<file path="config.mk">
export PLATFORM = sky130hd
export DESIGN_NAME = bcd_updown_display
export DESIGN_NICKNAME = d
export VERILOG_FILES = /design/src/rtl/bcd_disp_pkg.sv /design/src/rtl/bcd_seg7_enc.sv /design/src/rtl/bcd_updown_display.sv
export SDC_FILE = /design/constraint.sdc
export NUM_CORES = 1
export LEC_CHECK = 0
export ABC_AREA = 1
export CORE_AREA = 2 2 119 98
export CTS_CLUSTER_DIAMETER = 40
export DETAILED_ROUTE_END_ITERATION = 16
export DIE_AREA = 0 0 121 100
export PLACE_DENSITY = 0.82
export SLEW_MARGIN = 20
export SYNTH_ARGS = -nofsm -noshare
export SYNTH_HDL_FRONTEND = slang
export SYNTH_HIERARCHICAL = 1
export SYNTH_SLANG_ARGS = --single-unit
</file>
<file path="constraint.sdc">
create_clock -name clk -period 1.2 [get_ports clk]
set_input_delay 0.3 -clock clk [delete_from_list [all_inputs] [get_ports clk]]
set_output_delay 0.3 -clock clk [all_outputs]
set_load 0.02 [all_outputs]
</file>
<file path="src/rtl/bcd_disp_pkg.sv">
// bcd_disp_pkg: active-low 7-segment patterns (gfedcba), blank pattern, digit max, encoder helper
package bcd_disp_pkg;
  localparam logic [6:0] SEG_0     = 7'b1000000;
  localparam logic [6:0] SEG_1     = 7'b1111001;
  localparam logic [6:0] SEG_2     = 7'b0100100;
  localparam logic [6:0] SEG_3     = 7'b0110000;
  localparam logic [6:0] SEG_4     = 7'b0011001;
  localparam logic [6:0] SEG_5     = 7'b0010010;
  localparam logic [6:0] SEG_6     = 7'b0000010;
  localparam logic [6:0] SEG_7     = 7'b1111000;
  localparam logic [6:0] SEG_8     = 7'b0000000;
  localparam logic [6:0] SEG_9     = 7'b0011000;
  localparam logic [6:0] SEG_BLANK = 7'b1111111;
  localparam logic [3:0] DIGIT_MAX = 4'd9;
  function automatic logic [6:0] seg_pattern(input logic [3:0] d, input logic blank, input logic active_low);
    logic [6:0] p;
    case (d)
      4'd0: p = SEG_0;
      4'd1: p = SEG_1;
      4'd2: p = SEG_2;
      4'd3: p = SEG_3;
      4'd4: p = SEG_4;
      4'd5: p = SEG_5;
      4'd6: p = SEG_6;
      4'd7: p = SEG_7;
      4'd8: p = SEG_8;
      4'd9: p = SEG_9;
      default: p = SEG_BLANK;
    endcase
    p = blank ? SEG_BLANK : p;
    return active_low ? p : ~p;
  endfunction
endpackage

</file>
<file path="src/rtl/bcd_seg7_enc.sv">
// bcd_seg7_enc: one BCD nibble + blank flag -> 7 segment bits (gfedcba)
//   i_bcd   : BCD digit
//   i_blank : force all segments off
//   o_seg   : segment bits, polarity set by ACTIVE_LOW (1 = lit by 0)
module bcd_seg7_enc
  import bcd_disp_pkg::*;
#(
  parameter int ACTIVE_LOW = 1
) (
  input  logic [3:0] i_bcd,
  input  logic       i_blank,
  output logic [6:0] o_seg
);
  assign o_seg = seg_pattern(i_bcd, i_blank, ACTIVE_LOW != 0);
endmodule

</file>
<file path="src/rtl/bcd_updown_display.sv">
// bcd_updown_display: NDIGITS BCD up/down counter with edge-detected inc/dec, load and registered 7-seg outputs
//   clk, reset (sync, active-high), inc/dec (level, count on rise), load/load_value (packed BCD, nibbles >9 stored as 0)
//   bcd_out (registered count), seg_out (registered gfedcba per digit), overflow/underflow (one-cycle wrap pulses)
//   Optional macro LEADING_ZERO_BLANK_EN: blank zero digits above the highest nonzero digit (digit 0 never blanked)
module bcd_updown_display
  import bcd_disp_pkg::*;
#(
  parameter int NDIGITS    = 6,
  parameter int ACTIVE_LOW = 1
) (
  input  logic                   clk,
  input  logic                   reset,
  input  logic                   inc,
  input  logic                   dec,
  input  logic                   load,
  input  logic [4*NDIGITS-1:0]   load_value,
  output logic [4*NDIGITS-1:0]   bcd_out,
  output logic [7*NDIGITS-1:0]   seg_out,
  output logic                   overflow,
  output logic                   underflow
);
`ifdef LEADING_ZERO_BLANK_EN
  localparam bit LZB = 1'b1;
`else
  localparam bit LZB = 1'b0;
`endif
  localparam int W = 4 * NDIGITS;
  logic                 r_inc_q, r_dec_q, r_ovf, r_unf;
  logic [W-1:0]         r_bcd;
  logic [7*NDIGITS-1:0] r_seg;
  logic                 w_up, w_down;
  logic [W-1:0]         w_bcd_inc, w_bcd_dec, w_load_clean;
  logic [NDIGITS:0]     w_carry, w_borrow;
  logic [NDIGITS-1:0]   w_blank;
  logic [7*NDIGITS-1:0] w_seg, w_seg_zero;
  // simultaneous rises cancel each other
  assign w_up   = (inc & ~r_inc_q) & ~(dec & ~r_dec_q);
  assign w_down = (dec & ~r_dec_q) & ~(inc & ~r_inc_q);
  assign w_carry[0]  = 1'b1;
  assign w_borrow[0] = 1'b1;
  for (genvar k = 0; k < NDIGITS; k++) begin : g_dig
    logic [3:0] w_d, w_lv;
    assign w_d  = r_bcd[4*k +: 4];
    assign w_lv = load_value[4*k +: 4];
    // ripple carry/borrow: a digit moves only when every lower digit wraps
    assign w_bcd_inc[4*k +: 4] = !w_carry[k] ? w_d : (w_d == DIGIT_MAX) ? 4'd0 : w_d + 4'd1;
    assign w_carry[k+1]        = w_carry[k] & (w_d == DIGIT_MAX);
    assign w_bcd_dec[4*k +: 4] = !w_borrow[k] ? w_d : (w_d == 4'd0) ? DIGIT_MAX : w_d - 4'd1;
    assign w_borrow[k+1]       = w_borrow[k] & (w_d == 4'd0);
    assign w_load_clean[4*k +: 4] = (w_lv > DIGIT_MAX) ? 4'd0 : w_lv;
    // blank when this and every higher digit is zero
    assign w_blank[k] = LZB && (k > 0) && (r_bcd[W-1:4*k] == '0);
    assign w_seg_zero[7*k +: 7] = seg_pattern(4'd0, LZB && (k > 0), ACTIVE_LOW != 0);
    bcd_seg7_enc #(.ACTIVE_LOW(ACTIVE_LOW)) u_enc (
      .i_bcd  (w_d),
      .i_blank(w_blank[k]),
      .o_seg  (w_seg[7*k +: 7])
    );
  end
  always_ff @(posedge clk) begin
    if (reset) begin
      r_bcd   <= '0;
      r_seg   <= w_seg_zero;
      r_ovf   <= 1'b0;
      r_unf   <= 1'b0;
      r_inc_q <= 1'b1;
      r_dec_q <= 1'b1;
    end else begin
      r_inc_q <= inc;
      r_dec_q <= dec;
      r_seg   <= w_seg;
      r_bcd   <= load ? w_load_clean : w_up ? w_bcd_inc : w_down ? w_bcd_dec : r_bcd;
      r_ovf   <= !load && w_up && w_carry[NDIGITS];
      r_unf   <= !load && w_down && w_borrow[NDIGITS];
    end
  end
  assign bcd_out   = r_bcd;
  assign seg_out   = r_seg;
  assign overflow  = r_ovf;
  assign underflow = r_unf;
endmodule
</file>
* Yosys cells after proc, flatten, opt, wreduce, memory -nomap -nowiden
Memories as Yosys holds them, arrays and structs flattened. A register that Yosys moved wholly into a read port is not among the register bits.
Cells that the tools add are included.
** Operators by class
- Reductions and logical operators :: 22
- Add/sub/neg operators :: 12
- $lt $le $gt $ge :: 6
- Bitwise operators :: 18
- Equality and inequality tests :: 11
- Mux-type cells :: 31
** Operator list (number)
- 2-to-1 mux 4 bit :: 28
- 2-to-1 mux 24 bit :: 3
- adder 4 x 1 -> 4 bit, second input constant :: 6
- equality test 4 bit, second input constant :: 6
- greater-than comparator 4 bit, second input constant :: 6
- zero test 4 bit :: 6
- subtractor 4 x 1 -> 4 bit, second input constant :: 6
- nonzero test 3 bit :: 6
- inequality test 3 x 2 -> 1 bit, second input constant :: 5
- AND reduction 3 bit :: 5
- AND 1 bit :: 14
- logical AND 1 bit :: 4
- NOT 1 bit :: 4
- zero test 1 bit :: 1
** Word-level totals
- Memories kept :: 6
- Logic and storage cells :: 116
- ROM bits :: 672
- Bits of input ports :: 29
- Register bits :: 28
- Output and inout port bits :: 68
** Memory list
- (no name shown) :: depth 16, width 7, rd ports 1, clocked after memory_dff 1, wr ports 0, RTL line bcd_disp_pkg.sv:17 : case (d)
- (no name shown) :: depth 16, width 7, rd ports 1, clocked after memory_dff 1, wr ports 0, RTL line bcd_disp_pkg.sv:17
- (no name shown) :: depth 16, width 7, rd ports 1, clocked after memory_dff 1, wr ports 0, RTL line bcd_disp_pkg.sv:17
- (no name shown) :: depth 16, width 7, rd ports 1, clocked after memory_dff 1, wr ports 0, RTL line bcd_disp_pkg.sv:17
- (no name shown) :: depth 16, width 7, rd ports 1, clocked after memory_dff 1, wr ports 0, RTL line bcd_disp_pkg.sv:17
- (no name shown) :: depth 16, width 7, rd ports 1, clocked after memory_dff 1, wr ports 0, RTL line bcd_disp_pkg.sv:17

* Longest topological paths before layout
Gate-level depths: netlist of the first run.
- Word-level depth :: 9
- Gate-level depth with buffers :: 11
- Gate-level depth less buffers :: 10

* Cells and area by module
The synthesis of the first run kept the hierarchy.
** By module, submodules not included
- bcd_updown_display :: seq. area each 1401.3 um^2, area each 3601.0 um^2, instances 1, cells an instance 548
- bcd_seg7_enc :: seq. area each 0.0 um^2, area each 196.4 um^2, instances 6, cells an instance 37

* Worst setup path before layout of the first run
No wires, ideal clock.
- Kind :: flip-flop to flip-flop
- Start point :: register r_bcd[15] (netlist: bcd_out[15])
- End point :: register r_bcd[22] (netlist: bcd_out[22])
- Path buffers :: 0
- Library setup time :: 116 ps
- Period minus slack after synthesis :: 1508 ps
- Arrival :: 1392 ps
- Data required time :: 1084 ps
- Slack :: -308 ps
- Cell stages (with the launch flop) :: 10
- Cells stage by stage :: dfxtp_1 > inv_1 > nor2_1 > inv_1 > nor2_1 > nand4_1 > nand2_2 > nand3_1 > nand2_1 > nor2_1
** Between the ends
- Word-level cells in the longest chain between the ends :: 5
- Elaborated cells on any way between the ends :: 9
- Classes of those cells :: eq/ne (2); bitwise (4); reduce/logical (3)
** Ends and longest elaborated chain
- start, declared :: RTL line bcd_updown_display.sv:29 : logic [W-1:0] r_bcd;
- start signal, assigned :: RTL line bcd_updown_display.sv:72 : r_bcd <= load ? w_load_clean : w_up ? w_bcd_inc : w_down ? w_bcd_dec : r_bcd;
- equality test 4 bit / zero test 4 bit (equally long branches) :: RTL line bcd_updown_display.sv:47, bcd_updown_display.sv:49
- AND 1 bit, on equally long branches (2 in a row) :: RTL line bcd_updown_display.sv:47, bcd_updown_display.sv:49
- inequality test 3 x 2 -> 1 bit (no line) / nonzero test 3 bit (equally long branches)
- AND reduction 3 bit (no line) *
Mark *: on every way between the ends. The rest lies on a longest branch, timed or not.
A chain may end at the register's enable or synchronous reset.

* Worst setup path in the final report of the first run
- Start point :: register r_bcd[17] (netlist: bcd_out[17])
- End point :: register r_bcd[17] (netlist: bcd_out[17])
** Between the ends
- Word-level cells in the longest chain between the ends :: 6
- Elaborated cells on any way between the ends :: 11
- Classes of those cells :: add/sub (2); eq/ne (1); mux (7); reduce/logical (1)
** Ends and longest elaborated chain
- subtractor 4 x 1 -> 4 bit / zero test 4 bit (equally long branches) :: RTL line bcd_updown_display.sv:48 : assign w_bcd_dec[4*k +: 4] = !w_borrow[k] ? w_d : (w_d == 4'd0) ? DIGIT_MAX : w_d - 4'd1;
- 2-to-1 mux 4 bit (2 in a row) :: RTL line bcd_updown_display.sv:48
- 2-to-1 mux 24 bit :: RTL line bcd_updown_display.sv:72
- 2-to-1 mux 24 bit * (2 in a row) :: RTL line bcd_updown_display.sv:72
Mark *: on every way between the ends. The rest lies on a longest branch, timed or not. The select of a mux whose other input is x is not followed.

==> reports/metrics.cfg, run 1 <==
[run_status]
status=finished with violations
violations=negative setup slack

[floorplan]
dieArea_sq_um=12100
start_util=0.431
io_pins=97
die_height_microns=100
rows=35
core_sq_um=11100
die_x_microns=121

[synthesis]
ys_types=34
synth_top_area_cell=dfxtp_1
synthMuxAreaShare=0
yosys-top-cells-count=202 x nand2_1, 106 x inv_1, 106 x nor2_1
syn_area_sq_um=4780
synth_compound_area_frac=0.0777
synthFlopType=dfxtp_1
synthSimpleGateAreaFrac=0.430
synth_top_family_by_area=simple AND/OR/NAND/NOR gates
synth-xor-area-share=0.00366
synthCells=770
ys_async_sr_fraction=0
yosysMostFrequentCell=nand2_1
syn-mean-instance-area_sq_um=6.21
synth_warnings=6
synth_enable_flop_cells=0
synth.yosys.seq_area_share=0.293
ys_ff_latch=70
synth.area.top_cells=dfxtp_1 29%, nand2_1 16%, nand3_1 9.2%, inv_1 8.3%, nor2_1 8.3%
synthAdderAreaFrac=0.0785
yosysTopAreaCellShare=0.293

[worst_setup_path]
reg2reg_from=bcd_out[17]
start_kind=flop
cp.required_ps=1430
crit_chain=buf_4, nand2_1, inv_2, nor2_1, nor2_1, nand2_1, nand2_1, nand2_1, nand2_1, nor2_1, nor2_2
end_kind=flop
crit_start=bcd_out[17]
crit_path_max_fanout=7
cpLargestDelayFamily=simple AND/OR/NAND/NOR gates
critPathMaxStageDelay_ps=380
crit_slowest_cell=dfxtp_4
crit_buf_inv=2
cp.arrival_ps=1890
crit_top_cell=nand2_1
path_class=flop to flop

[sta]
setup_viol=77
skew_ps=14.3
timing.fmax_mhz=604
grt_setup_unrepaired=true
period_share=1.38
finalHoldViolCount=0
final-max-slew-violation-count=0
fin_ws_ps=-456
finalSetupTns_ps=-12960
holdWs_ps=321
min_period_ps=1660

[power]
p_per_area_nw_per_um2=1170
switching_share=0.382
pwr-share-clk=0.285
power_uw=10100
combPwrFrac=0.439
seqPwrFrac=0.276
intPower_uw=6260
power_leakage_uw=0.00425
ir_drop_mv=0.838
power.net_switching_uw=3870

[clock_tree]
clock_tree.root_cell=clkbuf_16
h-tree-depth=3
cts-buffers-inserted=9
cts_tree=yes
clock_sinks=70
cts_hold_buf=0
clock_latency_ps=350
clk_pin_slew_ps=60
clockBufferDepth=2

[route]
via_count=6544
ant_nets=0
wirelength_microns=21200
wl_per_cell_microns=18.0
first_iter_violations=666
drtPass1Iterations=7
viasPerCell=5.54
post-route-drc-count=0

[global_routing]
gr-total-overflow=0
grt_start_max_net_pins=24
use_met2=0.470
grt_busiest_layer=met2
grt_use_met3=0.0585
grt_pass1_wl_microns=26200
grt.total_usage=0.269
met1_usage=0.310
grt_pass1_vias=5770
antenna_found_initial=1

[finish]
drive_gt1_frac=0.527
diodes=0
stdcell_area_sq_um=8670
synthToLayoutAreaGrowth_pct=81.4
nets=1087

[placed_design]
pre_cts_ws_ps=-693
gp_congestion=0.935
io_buffers=96
postPlaceCellArea_sq_um=6860
dp_hpwl_microns=9870

[worst_hold_path]
min_path_type=primary input to flop
worstHoldStart=dec

[flow_run]
drv_cap=0

[worst min-delay path, delay by kind of cell]
| kind | cells | cell delay (ps) |
|---|---|---|
| buffers and inverters | 2 | 290 |
| and+or+nand+nor | 1 | 50 |
[timing repair]
item	in CTS	in global routing
setup endpoints to repair	119	97
pin swaps	53	81
resized for setup	435	242
gates cloned	1	0
setup buffers	31	26
[layer usage]
metal / vias up / share of wire
li1: 2918 / -
met1: 2991 / 0.35
met5: - / 0
met4: 0 / 0.067
met2: 476 / 0.50
met3: 159 / 0.086
[sequential cells by signal, indices dropped and copies added (netlist names)]
register   cells
bcd_out       24
underflow      1
overflow       1
seg_out       42
r_inc_q        1
r_dec_q        1
[logic make-up (layout without fill, tap and decap cells)]
logic type	Yosys count	in the layout
flip-flops	70	70
AO/OA/AOI/OAI	68	68
adder cells (fa/ha/maj)	30	30
XOR/XNOR	2	2
other	1	12
buffers and inverters	141	392
AND/OR/NAND/NOR	458	459
[stage by stage]
stage          utilization  instances
2_1_floorplan            -        781
3_3_place_gp         0.619       1113
3_5_place_dp         0.619       1113
4_1_cts              0.706       1161
5_1_grt              0.783       1181
6_report             0.783       1181
[power groups by stage]
stage	Combinational [uW]	Clock, uW	Sequential [uW]
detailed placement	3010	0	2820
CTS	3400	2860	2770
global placement	2950	0	2810
global route	4690	2960	2810
finish	4450	2880	2800
floorplan	1420	0	3100
[worst paths after layout]
| check | to | depth (start not counted) | slack [ps] |
|---|---|---|---|
| min | r_dec_q | 3 | 320 |
| max | bcd_out[17] | 11 | -460 |
| max reg2reg | bcd_out[17] | 11 | -460 |
| min reg2reg | bcd_out[14] | 2 | 550 |
[cell type report]
cell class                 count  area, sq um
tap                          148          185
timing repair buffer         251         2200
sequential                    70         1490
clock buffer                  11          264
fill                         633         2410
clock inverter                 5         53.8
inverter                     125          547
multi-input combinational    571         3940
[placed cells by master (no fill, tap or decap), types with 6 or more instances in the layout]
master           instances
clkdlybuf4s50_1         24
dfxtp_1                 45
o21ai_0                 20
or2_4                    6
inv_4                    7
buf_6                   62
conb_1                  12
nand3_1                 59
buf_4                  105
clkdlybuf4s15_2          6
nand2_4                 28
inv_1                   59
a21oi_2                 11
inv_2                   50
nor2_1                  68
nor2_4                  27
nand3_2                 29
ha_1                     6
nand2_2                 35
ha_4                    20
buf_2                   42
clkbuf_16               10
dfxtp_4                 21
nor2_2                  32
buf_12                   7
nand2_1                154
a21oi_1                 14
No activity file was read; power rests on OpenSTA's default activity.
==> inputs of run 2 (changes only) <==
--- a/config.mk
+++ b/config.mk
@@ -6,11 +6,11 @@
 export NUM_CORES = 1
 export LEC_CHECK = 0
 export ABC_AREA = 1
-export CORE_AREA = 2 2 119 98
+export CORE_AREA = 2 2 116 96
 export CTS_CLUSTER_DIAMETER = 40
 export DETAILED_ROUTE_END_ITERATION = 16
-export DIE_AREA = 0 0 121 100
-export PLACE_DENSITY = 0.82
+export DIE_AREA = 0 0 118 98
+export PLACE_DENSITY = 0.85
 export SLEW_MARGIN = 20
 export SYNTH_ARGS = -nofsm -noshare
 export SYNTH_HDL_FRONTEND = slang
==> run 2 against run 1 <==
The flow still finishes with violations (negative setup slack). Flip-flop and latch count stayed put. Clock power hardly changed. Clock-buffer cell count is 2 higher. Routed wire length is 13% higher. Critical path depth is 3 lower. Via count is 5.1% higher. Final area hardly changed. Worst hold slack worse by 17 ps.
==> reports/metrics.cfg, run 2 (synthesis results as in run 1) <==
[floorplan]
die_x_microns=118  ; -2.5%
rows=34  ; -2.9%
dieArea_sq_um=11600  ; -4.4%
start_util=0.455  ; +0.0235
io_pins=97  ; unchanged
core_sq_um=10500  ; -5.2%
die_height_microns=98  ; -2.0%

[worst_setup_path]
crit_buf_inv=1  ; -1
cpLargestDelayFamily=simple AND/OR/NAND/NOR gates
end_kind=flop
timing.rr.end=bcd_out[16]
rr_worst_depth=8  ; -3
start_kind=flop
path_class=flop to flop
cp.arrival_ps=2110  ; +220 ps
crit_path_max_fanout=4  ; -3
reg2reg_from=bcd_out[10]
crit_slowest_cell=dfxtp_4
cp.required_ps=1440  ; about the same
crit_start=bcd_out[10]
r2r_slack_ps=-670  ; -220 ps
crit_chain=inv_4, nand2_1, nor2_4, nand3_2, o21ai_4, nand3_1, nand2_1, nor2_1
critPathMaxStageDelay_ps=380  ; about the same
crit_top_cell=nand2_1

[finish]
drive_gt1_frac=0.526  ; -0.000710
nets=1096  ; +0.83%
largest_register_ffs=42  ; unchanged
nFillCells=559  ; -12%
seq_area_sq_um=1490  ; +0.17%
layout_commonest_cell=nand2_1
final_cells=1186  ; +0.42%
synthToLayoutAreaGrowth_pct=81.6  ; about the same
diodes=0  ; unchanged
most-common-layout-cells=149 x nand2_1, 108 x buf_4, 69 x buf_6
multi_input_area_sq_um=3900  ; -0.92%

[global_routing]
grt_start_max_net_pins=23  ; -4.2%
grt_use_met3=0.0812  ; +0.0227
use_met2=0.524  ; +0.0540
grt_pass1_wl_microns=28400  ; +8.4%
grt.total_usage=0.301  ; +0.0324
gr-total-overflow=0  ; unchanged
antenna_found_initial=0  ; -1
met1_usage=0.331  ; +0.0211
grt_busiest_layer=met2
grt_pass1_vias=6029  ; +4.5%

[sta]
final-max-slew-violation-count=0  ; unchanged
fin_ws_ps=-674  ; -218 ps
holdWs_ps=304  ; -16.7 ps
finalHoldViolCount=0  ; unchanged
setup_viol=79  ; +2.6%
min_period_ps=1870  ; +218 ps
grt_setup_unrepaired=true
skew_ps=12.8  ; -1.54 ps
timing.fmax_mhz=534  ; -12%
period_share=1.56  ; +0.182

[route]
ant_nets=0  ; unchanged
wirelength_microns=23900  ; +13%
drtPass1Iterations=8  ; +1
first_iter_violations=731  ; +9.8%
via_count=6875  ; +5.1%
post-route-drc-count=0  ; unchanged
viasPerCell=5.80  ; +4.6%
wl_per_cell_microns=20.1  ; +12%

[clock_tree]
cts_hold_buf=0  ; unchanged
clock_latency_ps=350  ; about the same
clockBufferDepth=2  ; unchanged
cts_tree=yes
clock_sinks=70  ; unchanged
h-tree-depth=3  ; unchanged
clk_pin_slew_ps=60  ; about the same
cts-buffers-inserted=9  ; unchanged
clock_tree.root_cell=clkbuf_16

[flow_run]
drv_cap=0  ; unchanged

[power]
ir_drop_mv=0.925  ; +10%
power_uw=10200  ; +1.2%
p_per_area_nw_per_um2=1180  ; +1.1%
power_leakage_uw=0.00427  ; +0.45%

[worst_hold_path]
worstHoldStart=reset
min_path_type=primary input to flop
hold_end=underflow
whs_path_depth=2  ; -1

[run_status]
violations=negative setup slack
status=finished with violations

[placed_design]
dp_hpwl_microns=9870  ; about the same
gp_congestion=0.961  ; +2.7%
io_buffers=96  ; unchanged
dp_cells=1113  ; unchanged

[run 2: cell types whose count changed in the layout (fill, tap and decap cells not counted), moves of 3 or more]
| cell | before | now |
|---|---|---|
| nand2_2 | 35 | 43 |
| buf_6 | 62 | 69 |
| clkdlybuf4s15_2 | 6 | 0 |
| a21oi_2 | 11 | 6 |
| buf_2 | 42 | 47 |
| nand2_1 | 154 | 149 |
| a21oi_1 | 14 | 18 |
| nand2_4 | 28 | 24 |
| nand3_2 | 29 | 33 |
| nor2_4 | 27 | 31 |
| buf_4 | 105 | 108 |
| ha_1 | 6 | 9 |
[run 2: cell type report]
cell class                      count  share of cell area
Multi-Input combinational cell    571               0.449
Timing Repair Buffer              260               0.260
Tap cell                          144              0.0208
Sequential cell                    70               0.171
Clock buffer                       13              0.0313
Clock inverter                      3             0.00461
Inverter                          125              0.0629
[run 2: metal layers]
metal / part of all wire / wire [microns] / up-vias
li1: - / - / 2923
met1: 0.33 / 7880 / 3105
met5: 0 / 0 / -
met4: 0.094 / 2240 / 0
met2: 0.46 / 11100 / 610
met3: 0.11 / 2710 / 237
[run 2: timing repair]
| action | 4_1_cts | 5_1_grt |
|---|---|---|
| gates resized for setup | 418 | 261 |
| pin swaps | 72 | 104 |
| buffers inserted | 28 | 35 |
| hold endpoints to repair | 0 | 0 |
| setup endpoints to repair | 123 | 114 |
| gates cloned | 1 | 0 |
[run 2: where the power goes]
part	total, uW	switching [uW]	internal (uW)
clock network	2860	1070	1790
logic	4600	2680	1930
registers	2780	226	2560
[run 2: worst max path at each step]
stage                        to  slack, ps  cells past startpoint
detailed placement  bcd_out[11]       -710                     10
global placement    bcd_out[11]       -680                     10
global route        bcd_out[16]       -650                      8
floorplan           bcd_out[22]        -80                      9
finish              bcd_out[16]       -670                      8
CTS                 bcd_out[20]       -200                      9
[run 2: metrics by stage]
step | setup WS [ps] | area [sq um] | util | setup TNS, ps
6_report | -674 | 8680 | 0.826 | -15750
5_1_grt | -651 | 8680 | 0.826 | -18850
4_1_cts | -200 | 7860 | 0.748 | -5070
3_5_place_dp | -709 | 6860 | 0.652 | -20140
3_3_place_gp | -677 | 6860 | 0.652 | -19080
2_1_floorplan | -79.3 | 4970 | - | -1090
==> inputs of run 3 (changes only) <==
--- a/config.mk
+++ b/config.mk
@@ -6,11 +6,11 @@
 export NUM_CORES = 1
 export LEC_CHECK = 0
 export ABC_AREA = 1
-export CORE_AREA = 2 2 116 96
+export CORE_AREA = 2 2 119 98
 export CTS_CLUSTER_DIAMETER = 40
 export DETAILED_ROUTE_END_ITERATION = 16
-export DIE_AREA = 0 0 118 98
-export PLACE_DENSITY = 0.85
+export DIE_AREA = 0 0 121 100
+export PLACE_DENSITY = 0.82
 export SLEW_MARGIN = 20
 export SYNTH_ARGS = -nofsm -noshare
 export SYNTH_HDL_FRONTEND = slang
==> results of run 3 <==
Final layout, timing and power as in run 1 (identical DEF).
